**src/rtl/vga_timing_pkg.sv**
```systemverilog
// Shared timing constants, beat type and helpers for the raster timing generator.
package vga_timing_pkg;

  // Default 640x480@60 timing (25.175 MHz nominal pixel clock).
  localparam int VGA_H_ACTIVE = 640;
  localparam int VGA_H_FRONT  = 16;
  localparam int VGA_H_SYNC   = 96;
  localparam int VGA_H_BACK   = 48;
  localparam int VGA_V_ACTIVE = 480;
  localparam int VGA_V_FRONT  = 10;
  localparam int VGA_V_SYNC   = 2;
  localparam int VGA_V_BACK   = 33;

  // Coordinate field width carried by a beat; instances use the low CW bits.
  localparam int VGA_BEAT_CW  = 16;

  // Deepest display delay the beat line supports.
  localparam int VGA_MAX_LOOKAHEAD = 8;

  // Total pixels per line (or lines per frame) from the four timing segments.
  function automatic int vga_total(input int active, input int front,
                                   input int sync, input int back);
    return active + front + sync + back;
  endfunction

  // One decoded raster position as it travels from the fetch view to the pins.
  typedef struct packed {
    logic [VGA_BEAT_CW-1:0] x;
    logic [VGA_BEAT_CW-1:0] y;
    logic                   active;
    logic                   hs_act;
    logic                   vs_act;
    logic                   ls;
    logic                   fs;
  } vga_beat_t;

  // Beat shown while in reset: origin, blanked, syncs inactive, no strobes.
  localparam vga_beat_t VGA_BEAT_IDLE = '{
    x:      {VGA_BEAT_CW{1'b0}},
    y:      {VGA_BEAT_CW{1'b0}},
    active: 1'b0,
    hs_act: 1'b0,
    vs_act: 1'b0,
    ls:     1'b0,
    fs:     1'b0
  };

endpackage

```
**src/rtl/vga_beat_delay.sv**
```systemverilog
// Fixed-depth delay line for raster beats; depth 0 is a straight wire.
module vga_beat_delay
  import vga_timing_pkg::*;
#(
  parameter int DEPTH = 2
) (
  input  logic      clock_25mhz,
  input  logic      reset_n,
  input  logic      pix_ce,
  input  vga_beat_t src_beat,
  output vga_beat_t dly_beat,
  output vga_beat_t tail_next
);

  generate
    if (DEPTH == 0) begin : g_pass
      logic unused_ctl_s;

      assign dly_beat    = src_beat;
      assign tail_next   = src_beat;
      assign unused_ctl_s = ^{clock_25mhz, reset_n, pix_ce};
    end else begin : g_shift
      vga_beat_t stage_r [DEPTH];

      // Shift beats one stage per enabled pixel; reset flushes to the idle beat.
      always_ff @(posedge clock_25mhz or negedge reset_n) begin
        if (!reset_n) begin
          for (int i = 0; i < DEPTH; i++) begin
            stage_r[i] <= VGA_BEAT_IDLE;
          end
        end else if (pix_ce) begin
          stage_r[0] <= src_beat;
          for (int i = 1; i < DEPTH; i++) begin
            stage_r[i] <= stage_r[i-1];
          end
        end
      end

      assign dly_beat = stage_r[DEPTH-1];

      // Value the last stage will capture on the next enabled edge.
      if (DEPTH == 1) begin : g_tail_src
        assign tail_next = src_beat;
      end else begin : g_tail_stage
        assign tail_next = stage_r[DEPTH-2];
      end
    end
  endgenerate

endmodule

```
**src/rtl/vga_timing_gen.sv**
```systemverilog
// Parametrised raster timing generator with an early fetch view and a
// delayed display view driving the DAC blanking and sync pins.
module vga_timing_gen
  import vga_timing_pkg::*;
#(
  parameter int H_ACTIVE  = VGA_H_ACTIVE,
  parameter int H_FRONT   = VGA_H_FRONT,
  parameter int H_SYNC    = VGA_H_SYNC,
  parameter int H_BACK    = VGA_H_BACK,
  parameter int V_ACTIVE  = VGA_V_ACTIVE,
  parameter int V_FRONT   = VGA_V_FRONT,
  parameter int V_SYNC    = VGA_V_SYNC,
  parameter int V_BACK    = VGA_V_BACK,
  parameter bit HSYNC_POL = 1'b0,
  parameter bit VSYNC_POL = 1'b0,
  parameter int CW        = 10,
  parameter int LOOKAHEAD = 2,
  parameter int FRAME_W   = 8
) (
  input  logic               clock_25mhz,
  input  logic               reset_n,
  input  logic               pix_ce,
  output logic [CW-1:0]      fetch_x,
  output logic [CW-1:0]      fetch_y,
  output logic               fetch_active,
  output logic [CW-1:0]      x,
  output logic [CW-1:0]      y,
  output logic               in_active_area,
  output logic               hsync,
  output logic               vsync,
  output logic               line_start,
  output logic               frame_start,
  output logic [FRAME_W-1:0] frame_count
);

  localparam int H_TOTAL = vga_total(H_ACTIVE, H_FRONT, H_SYNC, H_BACK);
  localparam int V_TOTAL = vga_total(V_ACTIVE, V_FRONT, V_SYNC, V_BACK);

  localparam bit PARAMS_OK =
      (H_ACTIVE > 0) && (H_FRONT > 0) && (H_SYNC > 0) && (H_BACK > 0) &&
      (V_ACTIVE > 0) && (V_FRONT > 0) && (V_SYNC > 0) && (V_BACK > 0) &&
      (LOOKAHEAD >= 0) && (LOOKAHEAD <= VGA_MAX_LOOKAHEAD) &&
      (CW > 0) && (CW <= VGA_BEAT_CW) && (FRAME_W > 0) &&
      ((longint'(1) << CW) >= longint'(H_TOTAL)) &&
      ((longint'(1) << CW) >= longint'(V_TOTAL));

  generate
    if (!PARAMS_OK) begin : g_param_check
      $error("vga_timing_gen: illegal timing, width or lookahead parameters");
    end
  endgenerate

  // Decode thresholds sized to the counters.
  localparam logic [CW-1:0] H_LAST_C = CW'(H_TOTAL - 1);
  localparam logic [CW-1:0] V_LAST_C = CW'(V_TOTAL - 1);
  localparam logic [CW-1:0] H_ACT_C  = CW'(H_ACTIVE);
  localparam logic [CW-1:0] V_ACT_C  = CW'(V_ACTIVE);
  localparam logic [CW-1:0] HS_BEG_C = CW'(H_ACTIVE + H_FRONT);
  localparam logic [CW-1:0] HS_END_C = CW'(H_ACTIVE + H_FRONT + H_SYNC - 1);
  localparam logic [CW-1:0] VS_BEG_C = CW'(V_ACTIVE + V_FRONT);
  localparam logic [CW-1:0] VS_END_C = CW'(V_ACTIVE + V_FRONT + V_SYNC - 1);

  logic [CW-1:0]      hc_r;
  logic [CW-1:0]      vc_r;
  logic               wrapped_r;
  logic               raster_end_s;
  logic               tail_fs_s;
  logic [FRAME_W-1:0] frame_count_r;
  vga_beat_t          dec_s;
  vga_beat_t          fetch_r;
  vga_beat_t          disp_s;
  vga_beat_t          tail_s;
  logic               unused_bits_s;

  assign raster_end_s = (hc_r == H_LAST_C) && (vc_r == V_LAST_C);

  // Raster position counters: pixel within line, then line within frame.
  always_ff @(posedge clock_25mhz or negedge reset_n) begin
    if (!reset_n) begin
      hc_r <= {CW{1'b0}};
      vc_r <= {CW{1'b0}};
    end else if (pix_ce) begin
      if (hc_r == H_LAST_C) begin
        hc_r <= {CW{1'b0}};
        if (vc_r == V_LAST_C) begin
          vc_r <= {CW{1'b0}};
        end else begin
          vc_r <= vc_r + CW'(1);
        end
      end else begin
        hc_r <= hc_r + CW'(1);
      end
    end
  end

  // Remember that the raster wrapped; only frame starts after that are counted.
  always_ff @(posedge clock_25mhz or negedge reset_n) begin
    if (!reset_n) begin
      wrapped_r <= 1'b0;
    end else if (pix_ce && raster_end_s) begin
      wrapped_r <= 1'b1;
    end
  end

  // Build the beat for the current counter position.
  always_comb begin
    dec_s        = VGA_BEAT_IDLE;
    dec_s.x      = VGA_BEAT_CW'(hc_r);
    dec_s.y      = VGA_BEAT_CW'(vc_r);
    dec_s.active = (hc_r < H_ACT_C) && (vc_r < V_ACT_C);
    dec_s.hs_act = (hc_r >= HS_BEG_C) && (hc_r <= HS_END_C);
    dec_s.vs_act = (vc_r >= VS_BEG_C) && (vc_r <= VS_END_C);
    dec_s.ls     = (hc_r == {CW{1'b0}});
    dec_s.fs     = (hc_r == {CW{1'b0}}) && (vc_r == {CW{1'b0}});
  end

  // Decode register: this is the fetch view.
  always_ff @(posedge clock_25mhz or negedge reset_n) begin
    if (!reset_n) begin
      fetch_r <= VGA_BEAT_IDLE;
    end else if (pix_ce) begin
      fetch_r <= dec_s;
    end
  end

  vga_beat_delay #(
    .DEPTH (LOOKAHEAD)
  ) u_beat_delay (
    .clock_25mhz (clock_25mhz),
    .reset_n     (reset_n),
    .pix_ce      (pix_ce),
    .src_beat    (fetch_r),
    .dly_beat    (disp_s),
    .tail_next   (tail_s)
  );

  // With no delay the display view is the decode register, fed by dec_s.
  assign tail_fs_s = (LOOKAHEAD == 0) ? dec_s.fs : tail_s.fs;

  // Count completed frames in step with the display frame_start strobe.
  always_ff @(posedge clock_25mhz or negedge reset_n) begin
    if (!reset_n) begin
      frame_count_r <= {FRAME_W{1'b0}};
    end else if (pix_ce && wrapped_r && tail_fs_s) begin
      frame_count_r <= frame_count_r + FRAME_W'(1);
    end
  end

  assign fetch_x        = fetch_r.x[CW-1:0];
  assign fetch_y        = fetch_r.y[CW-1:0];
  assign fetch_active   = fetch_r.active;

  assign x              = disp_s.x[CW-1:0];
  assign y              = disp_s.y[CW-1:0];
  assign in_active_area = disp_s.active;
  assign hsync          = disp_s.hs_act ? HSYNC_POL : ~HSYNC_POL;
  assign vsync          = disp_s.vs_act ? VSYNC_POL : ~VSYNC_POL;
  assign line_start     = disp_s.ls;
  assign frame_start    = disp_s.fs;
  assign frame_count    = frame_count_r;

  // Fields not routed to pins (upper coordinate bits, fetch syncs, tail beat).
  assign unused_bits_s  = ^{fetch_r, disp_s, tail_s};

endmodule

```
**config.mk**
```make
export PLATFORM = sky130hd
export DESIGN_NAME = vga_timing_gen
export DESIGN_NICKNAME = d
export VERILOG_FILES = /design/src/rtl/vga_timing_pkg.sv /design/src/rtl/vga_beat_delay.sv /design/src/rtl/vga_timing_gen.sv
export SDC_FILE = /design/constraint.sdc
export NUM_CORES = 1
export LEC_CHECK = 0
export ABC_CLOCK_PERIOD_IN_PS = 3000
export BUFFER_PORTS_ARGS = -buffer_cell sky130_fd_sc_hd__buf_2
export CORE_ASPECT_RATIO = 1.25
export CORE_MARGIN = 1
export CORE_UTILIZATION = 45
export CTS_CLUSTER_SIZE = 28
export DETAILED_ROUTE_END_ITERATION = 12
export PLACE_DENSITY = 0.7
export SLEW_MARGIN = 20
export SYNTH_ARGS = -nofsm -noshare
export SYNTH_HDL_FRONTEND = slang
export SYNTH_SLANG_ARGS = --single-unit
export TNS_END_PERCENT = 20
```
**constraint.sdc**
```tcl
create_clock -name clock_25mhz -period 3 [get_ports clock_25mhz]
set_input_delay 0.3 -clock clock_25mhz [delete_from_list [all_inputs] [get_ports clock_25mhz]]
set_output_delay 0.3 -clock clock_25mhz [all_outputs]
set_load 0.005 [all_outputs]
```
======== After elaboration in Yosys (flattened, before gate mapping) ========
Index checks and enable logic that the tools add are counted.
storage, ports and cells
  register bits after elaboration ......... 104
  input bits .............................. 3
  word-level logic and storage cells ...... 51
cells by class
  $add $sub $neg .......................... 3
  order comparisons ....................... 6
  equality and inequality tests ........... 2
  multiplexer cells ....................... 4
  reductions and logical operators ........ 11
operators with widths
  operator                 number
  $add A10 B1 Y10 const B  2
  $eq A10 B10 Y1 const B   2
  $logic_not A10 Y1        2
  $mux W10                 2
  $ge A10 B10 Y1 const B   1
  $ge A10 B9 Y1 const B    1
  $le A10 B10 Y1 const B   1
  $le A10 B9 Y1 const B    1
  $lt A10 B10 Y1 const B   1
  $lt A10 B9 Y1 const B    1
  $add A8 B1 Y8 const B    1
  $logic_and A1 B1 Y1      8
  $mux W1                  2
  $reduce_and A2 Y1        1

======== Longest topological paths before layout ========
  word-level depth ........................ 3
  depth in mapped cells ................... 7
  mapped depth without buffers ............ 6

======== By module ========
Synthesis repeated with hierarchy kept, for this count alone.
unflattened totals
  cells, all modules ...................... 394
  area, all modules ....................... 5567.8 µm²
by module, submodules not included
  module          times used  cells each  area each (µm²)  seq. area each (µm²)
  vga_beat_delay  1           156         2994.1           1851.8
  vga_timing_gen  1           238         2573.7           1351.3

======== Worst setup path before layout ========
Ideal clock, no wire load.
  path kind ............................... reg2reg
  start point ............................. register hc_r[5]
  end point ............................... register vc_r[9]
  setup time .............................. 77 ps
  arrival time ............................ 2005 ps
  data required time ...................... 2923 ps
  slack ................................... 918 ps
  stages on the path, launching flop included .. 7
  clock period less this slack ............ 2082 ps
  cell sequence ........................... dfrtp_1 -> buf_6 -> or3_4 -> buf_6 -> or4_4 -> or3_1 -> a21oi_1
on the way
  word-level cells in the longest chain between the ends .. 2
ends and longest elaborated chain
  what                         line                  text
  start, declared              vga_timing_gen.sv:63  logic [CW-1:0] hc_r;
  start signal, assigned       vga_timing_gen.sv:80  hc_r <= {CW{1'b0}};
  start signal, assigned       vga_timing_gen.sv:84  hc_r <= {CW{1'b0}};
  start signal, assigned       vga_timing_gen.sv:91  hc_r <= hc_r + CW'(1);
  $eq A10 B10 Y1               vga_timing_gen.sv:83  if (hc_r == H_LAST_C) begin
  $reduce_and A2 Y1 (no line)  --
  end signal, assigned         vga_timing_gen.sv:81  vc_r <= {CW{1'b0}};
  end signal, assigned         vga_timing_gen.sv:86  vc_r <= {CW{1'b0}};
  end signal, assigned         vga_timing_gen.sv:88  vc_r <= vc_r + CW'(1);
  end, declared                vga_timing_gen.sv:64  logic [CW-1:0] vc_r;
Every way passes these cells.
A chain may end at the register's enable or synchronous reset.

======== Worst setup path after layout ========
  start point ............................. register hc_r[5]
  end point ............................... register vc_r[4]
The elaborated chain is that of the path after synthesis.

==> metrics <==
post-DR vias/cell between 5 and 6; Hold WC Path Type primary input to flip-flop; fraction of layout cells with a size suffix above 1 0.382; Worst R2R Setup Slack 0.88 ns; clock slew at reported path FFs ~0.070 ns; Tmin final 2.12 ns; Total GRT Usage 0.154; Synth cell types 38; Peak VDD IR a little over 0.0004 V; pre-CTS setup slack between 0.9 and 1 ns; Mapped Cells 367; fmax 0.472 GHz; Internal Dissipation ~2.6 mW; crit path max fanout 10; largest family of logic cells by synthesized area multiplexers; outcome completed; gr ovfl total 0; CTS tree done; Initial Utilization 0.471; post-synthesis adder-cell area fraction 0.0136; GPL Wtd Cong 0.867; largest net degree at the start of global routing 57; drt pass-1 iters 4; worst-path cell chain or3_4 -> or4_1 -> or3_1 -> a21oi_1; Net Sw Frac 0.236; CP delay by family, top simple AND/OR/NAND/NOR gates; dpl hpwl between 5000 and 6000 microns; via count 2,695; Die Wd 92.6 microns; slew of the pin with the lowest slew margin just over 0.6 ns; CP max stage delay about 0.55 ns; flops & latches, synth approximately 100; area grow syn2layout 9.14%; antenna cells 0; clk buf depth 2; Reg-to-Reg Start hc_r[5]; post-synthesis xor/xnor area fraction 0.0342; # setup viols final 0; initial antenna violation count 0; MaxCap Viol Count 0; critical path arrival around 2.4 ns; Final Skew 0.00787 ns; Synthesized Nets around 380; Critical Path End Type flip-flop; Simple-Gate Fraction of Synth Area 0.0889; Leakage between 2 and 3 nW; CP Launch Type flip-flop; nets@finish 386; Final Hold Fails 0; root buffer cell clkbuf_16; post-synthesis mux area share 0.171; Worst EP required around 3.3 ns; Power Dens Cells roughly 680 nW/um^2; Gate power share 0.118; vias in the first global route around 2,600; Row Count 40; worst setup path end vc_r[4]; first-pass GRT wire length about 13,000 microns; Post-Route WL roughly 7500 microns; Seq/Total Area, Yosys 0.564; Mean Syn Cell Area roughly 13 sq um; Setup WS post-layout 0.880 ns; cts bufs inserted 9; Final ANT Viol Nets 0; compound-gate portion of the synthesized area 0.0312; register share of total power 0.500; most common cell after layout, fill and taps aside dfrtp_1; fin util 0.514; Clock H-tree levels 3; postcts setup bufs 0; Critical R2R Capture vc_r[4]; Final Slew Violations 0; Worst-Skew Late Latency ~0.34 ns; Worst setup startpoint hc_r[5]; Die Y approximately 120 microns; CP bufs+invs 0; path depth of the worst reg2reg path 4; # port buffers between 50 and 60; RSZ-0062 raised after global routing false; Crit path depth 4; Sink Count 104; P_sw between 0.8 and 0.9 mW; slowest library cell on the worst path or4_1; drt initial violations between 100 and 150; YS warnings 0; Resize count post-CTS 0; DR WL/cell 14.7 microns; die area 10,700 sq um; commonest cells after routing, fill and taps aside dfrtp_1, mux2_2, buf_2; Clk pwr share 0.382; Fin Setup TNS 0 ns; WS Path Type flip-flop to flip-flop; drc violations 0; synthesized cell area 4620 sq um; core area 9810 sq um; # IOs 57; worst relative slew slack 0.585; Final period util 0.707
[power by group through the flow]
stage / Clock, mW / Combinational, mW / Sequential [mW]
finish: 1.31 / 0.405 / 1.72
global route: 1.39 / 0.456 / 1.75
CTS: 1.34 / 0.414 / 1.72
detailed placement: 0 / 0.408 / 1.75
global placement: 0 / 0.398 / 1.73
floorplan: 0 / 0.437 / 1.66
[sequential cells by signal (all words and copies together), names as in the netlist]
register and cells:
fetch_y 10, vc_r 10, frame_count 8, wrapped_r 1
fetch_x 10, hc_r 10, fetch_r 4, fetch_active 1
u_beat_delay.dly_beat 25, u_beat_delay.tail_next 25
[layout make-up]
class                      count  area [sq um]
clock buffer                  12           246
clock inverter                 3          90.1
fill                         888          4770
inverter                      11          41.3
multi-input combinational    191          1560
sequential                   104          2600
tap                          126           158
timing repair buffer          61           338
[worst reg2reg max path: stages (launching register included)]
cell     delay [ns]
dfrtp_1        0.48
or3_4          0.48
or4_1          0.56
or3_1          0.39
a21oi_1        0.14
[timing repair]
item | CTS | global route
hold buffers | 1 | 0
hold endpoints to repair | 42 | 0
setup endpoints to repair | 0 | 0
[logic make-up after synthesis]
| kind of cell | after synthesis |
|---|---|
| AO/OA/AOI/OAI | 24 |
| multiplexers | 70 |
| buffers and inverters | 72 |
| adder cells (fa/ha/maj) | 5 |
| flip-flops | 104 |
| XOR/XNOR | 18 |
| AND/OR/NAND/NOR | 74 |
[Yosys cell counts (all sizes together)]
cell | count | area share
or4 | 2 | 0.0041
o22ai | 3 | 0.0041
mux2 | 69 | 0.17
nand3 | 13 | 0.014
and4 | 1 | 0.0019
nand4 | 14 | 0.019
o21a | 1 | 0.0016
a21oi | 4 | 0.0043
dfrtp | 104 | 0.56
mux2i | 1 | 0.0022
clkbuf | 9 | 0.0073
a311oi | 1 | 0.0019
o21ai | 10 | 0.011
nor4 | 3 | 0.0041
a21o | 1 | 0.0016
and3 | 3 | 0.0041
o211ai | 1 | 0.0016
nor4b | 2 | 0.0038
buf | 52 | 0.082
ha | 5 | 0.014
xor2 | 5 | 0.0095
o311ai | 1 | 0.0019
xnor2 | 13 | 0.025
nand2 | 14 | 0.011
or3 | 4 | 0.0065
nor2 | 8 | 0.0065
nor3 | 4 | 0.0043
or2 | 2 | 0.0027
inv | 11 | 0.0089
nor2b | 2 | 0.0027
nand4b | 2 | 0.0038
o31ai | 2 | 0.0033
[worst min-delay path by stage]
stage                          endpoint     from  slack [ns]  cells after the start
2_1_floorplan              fetch_active  reset_n       0.004                      0
3_3_place_gp   u_beat_delay.dly_beat[4]  reset_n        0.35                      1
5_1_grt                         hc_r[1]   pix_ce        0.40                      3
6_report                        hc_r[2]   pix_ce        0.38                      3
3_5_place_dp   u_beat_delay.dly_beat[4]  reset_n        0.36                      1
4_1_cts                         hc_r[2]   pix_ce        0.38                      3
[per-layer routing]
metal	wire length [microns]	global-route usage	share of wire	vias up
met2	3560	0.239	0.48	57
met4	223	0.0875	0.030	0
met1	3400	0.199	0.46	1364
met3	281	0.0370	0.038	14
li1	-	-	-	1260
met5	0	0	0	-
[stage by stage]
stage	power, mW	std cells	area (sq um)	hold WS [ns]
2_1_floorplan	2.09	367	4620	0.00441
3_3_place_gp	2.13	492	4690	0.355
4_1_cts	3.48	508	5040	0.375
5_1_grt	3.59	508	5040	0.404
6_report	3.44	508	5040	0.381
3_5_place_dp	2.16	492	4690	0.365
(Power assumes the default switching activity.)
